<file path="src/rtl/mux_16to1_rr.sv">
// Registered 16-to-1 round-robin merge: gathers valid/ready lanes onto one
// output lane, tagging each word with the channel it came from.
module mux_16to1_rr #(
  parameter int width = 8,
  parameter int snum  = 4
) (
  input  logic               clk,
  input  logic               rst,
  input  logic [width-1:0]   i0,
  input  logic [width-1:0]   i1,
  input  logic [width-1:0]   i2,
  input  logic [width-1:0]   i3,
  input  logic [width-1:0]   i4,
  input  logic [width-1:0]   i5,
  input  logic [width-1:0]   i6,
  input  logic [width-1:0]   i7,
  input  logic [width-1:0]   i8,
  input  logic [width-1:0]   i9,
  input  logic [width-1:0]   i10,
  input  logic [width-1:0]   i11,
  input  logic [width-1:0]   i12,
  input  logic [width-1:0]   i13,
  input  logic [width-1:0]   i14,
  input  logic [width-1:0]   i15,
  input  logic [15:0]        vld,
  output logic [15:0]        rdy,
  output logic [width-1:0]   o,
  output logic [snum-1:0]    o_sel,
  output logic               o_vld,
  input  logic               o_rdy
);

  localparam int n = 2 ** snum;

  logic [width-1:0] din [n];
  logic [width-1:0] o_reg;
  logic [snum-1:0]  o_sel_reg;
  logic             o_vld_reg;
  logic [snum-1:0]  ptr_reg;
  logic [snum-1:0]  grant;
  logic [snum-1:0]  idx;
  logic             req;
  logic             ld;
  logic             go;

  assign din[0]  = i0;
  assign din[1]  = i1;
  assign din[2]  = i2;
  assign din[3]  = i3;
  assign din[4]  = i4;
  assign din[5]  = i5;
  assign din[6]  = i6;
  assign din[7]  = i7;
  assign din[8]  = i8;
  assign din[9]  = i9;
  assign din[10] = i10;
  assign din[11] = i11;
  assign din[12] = i12;
  assign din[13] = i13;
  assign din[14] = i14;
  assign din[15] = i15;

  // Scan from the farthest offset back toward ptr so the nearest requester wins.
  always_comb begin
    grant = ptr_reg;
    idx   = ptr_reg;
    for (int off = n - 1; off >= 0; off--) begin
      idx = ptr_reg + snum'(off);
      if (vld[idx]) grant = idx;
    end
  end

  assign req = |vld;
  assign ld  = !o_vld_reg || o_rdy;
  assign go  = ld && req && !rst;

  generate
    for (genvar gi = 0; gi < n; gi++) begin : g_rdy
      assign rdy[gi] = go && (grant == snum'(gi));
    end
  endgenerate

  always_ff @(posedge clk) begin
    if (rst) begin
      o_reg     <= '0;
      o_sel_reg <= '0;
      o_vld_reg <= 1'b0;
      ptr_reg   <= '0;
    end else if (go) begin
      // A new word may overwrite one draining this same cycle.
      o_reg     <= din[grant];
      o_sel_reg <= grant;
      o_vld_reg <= 1'b1;
      ptr_reg   <= grant + 1'b1;
    end else if (o_vld_reg && o_rdy) begin
      o_vld_reg <= 1'b0;
    end
  end

  assign o     = o_reg;
  assign o_sel = o_sel_reg;
  assign o_vld = o_vld_reg;

endmodule

</file>
<file path="config.mk">
export PLATFORM = sky130hd
export DESIGN_NAME = mux_16to1_rr
export DESIGN_NICKNAME = d
export VERILOG_FILES = /design/src/rtl/mux_16to1_rr.sv
export SDC_FILE = /design/constraint.sdc
export NUM_CORES = 1
export LEC_CHECK = 0
export BUFFER_PORTS_ARGS = -buffer_cell sky130_fd_sc_hd__buf_2
export CELL_PAD_IN_SITES_DETAIL_PLACEMENT = 0
export CELL_PAD_IN_SITES_GLOBAL_PLACEMENT = 2
export CORE_MARGIN = 3
export CORE_UTILIZATION = 29
export CTS_CLUSTER_SIZE = 25
export DETAILED_ROUTE_END_ITERATION = 8
export PLACE_DENSITY = 0.81
export SLEW_MARGIN = 25
export SYNTH_ARGS = -nofsm -noshare
export SYNTH_HDL_FRONTEND = slang
export SYNTH_SLANG_ARGS = --single-unit
</file>
<file path="constraint.sdc">
create_clock -name clk -period 6.4 [get_ports clk]
set_input_delay 1.6 -clock clk [delete_from_list [all_inputs] [get_ports clk]]
set_output_delay 1.6 -clock clk [all_outputs]
set_load 0.005 [all_outputs]
</file>
# After elaboration in Yosys (flattened, before gate mapping)

Index checks and enable logic that the tools add are counted.

Order comparisons: 17
Equality and inequality tests: 15
Reductions and logical operators: 25
Bitwise logic cells: 1
Muxes and demuxes: 53
Add/sub/neg operators: 16

Operators with widths:

| operator                                                              | number |
|---|---|
| 4-bit by 5-bit < comparator with 1-bit output (second input constant) | 16 |
| 1-bit binary-select mux with 4-bit select                             | 16 |
| 4-bit two-way mux                                                     | 16 |
| 4-bit adder (second input constant)                                   | 8 |
| 8-bit binary-select mux with 4-bit select                             | 1 |
| 4-bit == test (second input constant)                                 | 8 |
| 1-bit logical AND                                                     | 19 |
| 1-bit two-way mux                                                     | 18 |
| 4-bit by 3-bit adder with 4-bit output (second input constant)        | 4 |
| 4-bit by 3-bit == test with 1-bit output (second input constant)      | 4 |
| 8-bit two-way mux                                                     | 2 |
| 16-bit OR reduction                                                   | 1 |
| 4-bit by 1-bit adder with 4-bit output (second input constant)        | 2 |
| 4-bit by 2-bit adder with 4-bit output (second input constant)        | 2 |
| 4-bit by 2-bit == test with 1-bit output (second input constant)      | 2 |
| 5-bit >= comparator (second input constant)                           | 1 |
| 4-bit NOT with 5-bit output                                           | 1 |
| 4-bit by 1-bit == test with 1-bit output (second input constant)      | 1 |
| 4-bit zero test                                                       | 1 |
| 1-bit zero test                                                       | 2 |
| 2-bit nonzero test                                                    | 1 |
| 1-bit logical OR                                                      | 1 |

Output and inout bits: 29
Bits in registers: 17
Word-level logic and storage cells: 131
Bits of input ports: 147

# Logic depth before layout (Yosys ltp)

Depth after elaboration: 23
Depth in mapped cells: 20
Mapped depth without buffers: 14

# Worst setup path after synthesis

No wires, ideal clock.

Path type: input to output
Start point: input vld[12]
End point: output rdy[3]
Path buffers: 2
Data required time: 4.800 ns
Cell stages on the path: 12
Arrival: 4.589 ns
Setup slack: 0.211 ns
Cells stage by stage: mux4_2 mux2_2 mux2_2 a221o_1 a311o_1 o31a_1 inv_2 buf_2 buf_6 ha_1 nand2_1 nor3_1

Cells in the longest elaborated chain, start to end: 20
Elaborated cells on any way between the ends: 53
Those cells by class: eq/ne (1); mux (48); reduce/logical (4)

RTL lines:

| what                                         | line | text |
|---|---|---|
| from (decl)                                  | 25   | `input logic [15:0] vld,` |
| 1-bit binary-select mux with 4-bit select    | 69   | `if (vld[idx]) grant = idx;` |
| 1-bit two-way mux (implied by the code)      | 69   |  |
| 4-bit two-way mux (15 in a row)              | 69   |  |
| 4-bit two-way mux (*)                        | 69   |  |
| net grant[1]                                 | 40   | `logic [snum-1:0] grant;` |
| 4-bit by 2-bit == test with 1-bit output (*) | 79   | `assign rdy[gi] = go && (grant == snum'(gi));` |
| 1-bit logical AND (*)                        | 79   |  |
| to (decl)                                    | 26   | `output logic [15:0] rdy,` |

The timed path passes the listed nets; every way through them passes the cells marked *. The select of a mux whose other input is x is not followed.

# Worst setup path after layout

Start point: input vld[0]
End point: output rdy[4]

Cells in the longest elaborated chain, start to end: 20
Elaborated cells on any way between the ends: 53
Those cells by class: eq/ne (1); mux (48); reduce/logical (4)

RTL lines:

| what                                      | line |
|---|---|
| 1-bit binary-select mux with 4-bit select | 69 |
| 1-bit two-way mux (implied by the code)   | 69 |
| 4-bit two-way mux (16 in a row)           | 69 |
| 4-bit by 3-bit == test with 1-bit output  | 79 |
| 1-bit logical AND (*)                     | 79 |

Every way passes the cells marked *; elsewhere a longest branch is shown, timed or not. The select of a mux whose other input is x is not followed.

==> results by group <==
Routing
  – Pre-antenna DRT Iters: 5
  – WL/cell: 21.42 um
  – Vias per cell: slightly below 6
  – Post-Route WL: 17220 um
  – Top Metal Used: met4
  – Routed wl met3: 1486 um
  – Met1 WL: 6312 um
  – Detailed Route Iter0 Violations: around 380
  – Vias: 4757
  – DRC: 0
  – Post-detailed-route count of antenna-violating nets: 0
  – Routed met2 length: 8979 um

Timing
  – Tmin final: 6.298 ns
  – Hold slack: 0.4623 ns
  – Rel. slew slack: 39.96%
  – Clock skew: 0.002092 ns
  – Setup-failing EPs final: 0
  – Final hold violation count: 0
  – Peak Freq: between 150 and 200 MHz
  – Max Transition Viols Final: 0
  – Worst Tran Pin Value: between 0.8 and 0.9 ns
  – Unrepaired setup endpoints after global routing: true
  – Period utilization: 98.40%

Critical path
  – Setup CP Type: in2out
  – Arr. time, crit path: 4.70 ns
  – Crit path cell chain: buf_2 -> mux4_2 -> mux2_2 -> a2bb2oi_1 -> a2111oi_0 -> a2111o_1 -> a211o_1 -> a21oi_1 -> buf_4 -> nand3b_1 -> nor2_1 -> buf_2
  – Crit-path leading delay family: compound AO/OA/AOI/OAI gates
  – Crit path required time: 4.80 ns
  – CP max stage delay: approximately 0.54 ns
  – Slowest cell on crit path: mux4_2
  – Kind of end point of the critical path: primary output
  – Crit-path most repeated cell: buf_2
  – Buf+Inv Stages, Crit Path: 3
  – Worst setup SP type: primary input
  – Worst-path fanout max: 9

Clock tree
  – Maximum buffer depth of the clock tree: 2
  – Clock transition at path regs: 0.05 ns
  – CTS H-tree lvls: 1
  – CTS buffer count: 3
  – CTS tree: built
  – Worst skew pair latency: between 0.2 and 0.3 ns
  – Clock tree sinks: 17
  – Root buf cell: clkbuf_16

Logic synthesis
  – Warnings from Yosys: 0
  – Prevailing post-synth register cell: dfxtp_1
  – Syn_nets: 603
  – Number of library cell types mapped by synthesis: 66
  – Post-synthesis async set-or-reset flop share: 0%
  – Post-synth EDFFs: 0
  – Avg Cell Area, Syn: slightly below 10 sq um
  – Yosys reg bits: 17
  – Sequential share of the synthesized area: 7.942%
  – Mapped Cells: 445
  – Synth Cell Area: 4285 sq um

Cells and area
  – Share of layout cells above drive strength 1: between 40% and 50%
  – NumNets Final: 783
  – Register Area: between 300 and 400 sq um
  – Max reg flops: 8
  – Leading cell type in the layout, fill and taps excluded: buf_2
  – Final core occ: 40.20%
  – Filler Cell Count: between 1k and 1.5k
  – Area taken by multi-input logic gates: 3761 sq um
  – Diodes inserted: 0
  – Most frequent cells in the layout: buf_2, mux4_2, nand2_1
  – Finished Cell Area: 5688 sq um
  – Layout area overhead: 32.73%

Global routing
  – First-pass GRT wire length: 26350 um
  – All-Layer GR Usage: 20.44%
  – Total global routing overflow: 0
  – Number of global-route vias before repair: between 4k and 5k
  – Largest net degree at the start of global routing: 34
  – Initial antenna violation count: 0

Floorplan
  – I/O Pins: 176
  – Std cell rows: between 40 and 50
  – Initial Utilization: 30.29%
  – Die area: 16270 sq um
  – Die X: 127.6 um
  – Die span in y: ~130 um
  – Core region area: between 10000 and 15000 sq um

Worst hold path
  – Hold/Removal Path Class: reg2reg

Placement
  – Post-placement cell area: 5393 sq um
  – Global placer's final weighted congestion: 1.032
  – Post-DP HPWL: ~14000 um
  – I/O Buffers: roughly 180

Outcome
  – Status: finished clean

Job
  – Max-capacitance violation count: 0
[cell type report]
class / count / area share [%]
timing repair buffer: 206 / 21.10
multi-input combinational: 375 / 66.12
sequential: 17 / 5.983
inverter: 22 / 1.452
clock buffer: 4 / 1.386
tap: 180 / 3.960
[worst min-delay path, stage by stage (launching register included)]
cell and delay [ns]:
dfxtp_1 0.31, nand3_1 0.06, nand2_1 0.05
[synthesized netlist by cell type, types with 5 or more instances]
| library cell | instances | area share (%) |
|---|---|---|
| mux4_2 | 59 | 31 |
| nand2_1 | 39 | 3.4 |
| mux2i_1 | 30 | 7.0 |
| o21ai_0 | 24 | 2.8 |
| a21oi_1 | 23 | 2.7 |
| nor2_1 | 22 | 1.9 |
| dfxtp_1 | 17 | 7.9 |
| inv_1 | 16 | 1.4 |
| clkbuf_1 | 15 | 1.3 |
| nand3_1 | 14 | 1.6 |
| mux2_2 | 13 | 3.4 |
| ha_1 | 11 | 3.2 |
| nand2b_1 | 10 | 1.5 |
| a31o_1 | 9 | 1.8 |
| and3_1 | 9 | 1.3 |
| xnor2_1 | 9 | 1.8 |
| a41oi_1 | 8 | 1.6 |
| buf_2 | 7 | 0.82 |
| mux4_1 | 7 | 4.3 |
| nor3_1 | 7 | 0.82 |
| o31ai_1 | 7 | 1.2 |
| and2_1 | 5 | 0.73 |
| nor4_1 | 5 | 0.73 |
[per-stage QoR]
stage | worst slack (ns) | std cells | setup TNS, ns
final | 0.1021 | 804 | 0
after global routing | -0.05719 | 804 | -0.2444
after CTS | 0.05756 | 797 | 0
after detailed placement | 0.07433 | 793 | 0
after global placement | 0.07710 | 793 | 0
after floorplan | 0.2109 | 445 | 0
[cell families after synthesis]
logic type | count (synthesis) | share of synthesized area, %
fa+ha+maj | 11 | 3.212
simple gates | 130 | 15.47
xor+xnor | 13 | 3.270
buf+inv | 53 | 5.985
mux | 109 | 45.72
flops | 17 | 7.942
compound gates | 112 | 18.39
[timing repair]
action	4_1_cts	5_1_grt
gates resized for setup	0	54
setup endpoints to repair	0	16
hold buffers	0	0
hold endpoints to repair	0	0
setup buffers	0	7
[layer usage]
metal	global-route usage (%)	vias to the layer above
li1	-	2162
met3	3.846	36
met1	24.29	2291
met2	38.37	268
met4	3.785	0
met5	0	-
[final timing paths]
kind / from / endpoint / slack (ns) / depth (start not counted)
max reg2reg: ptr_reg[1] / o[0] / 1.06 / 13
min: o_sel[3] / o_sel[3] / 0.46 / 2
min reg2reg: o_sel[3] / o_sel[3] / 0.46 / 2
max: vld[0] / rdy[4] / 0.10 / 12
Power is left out: the tool's default activity adds up to more than one toggle a clock period on the data nets, which glitch-free logic cannot reach.
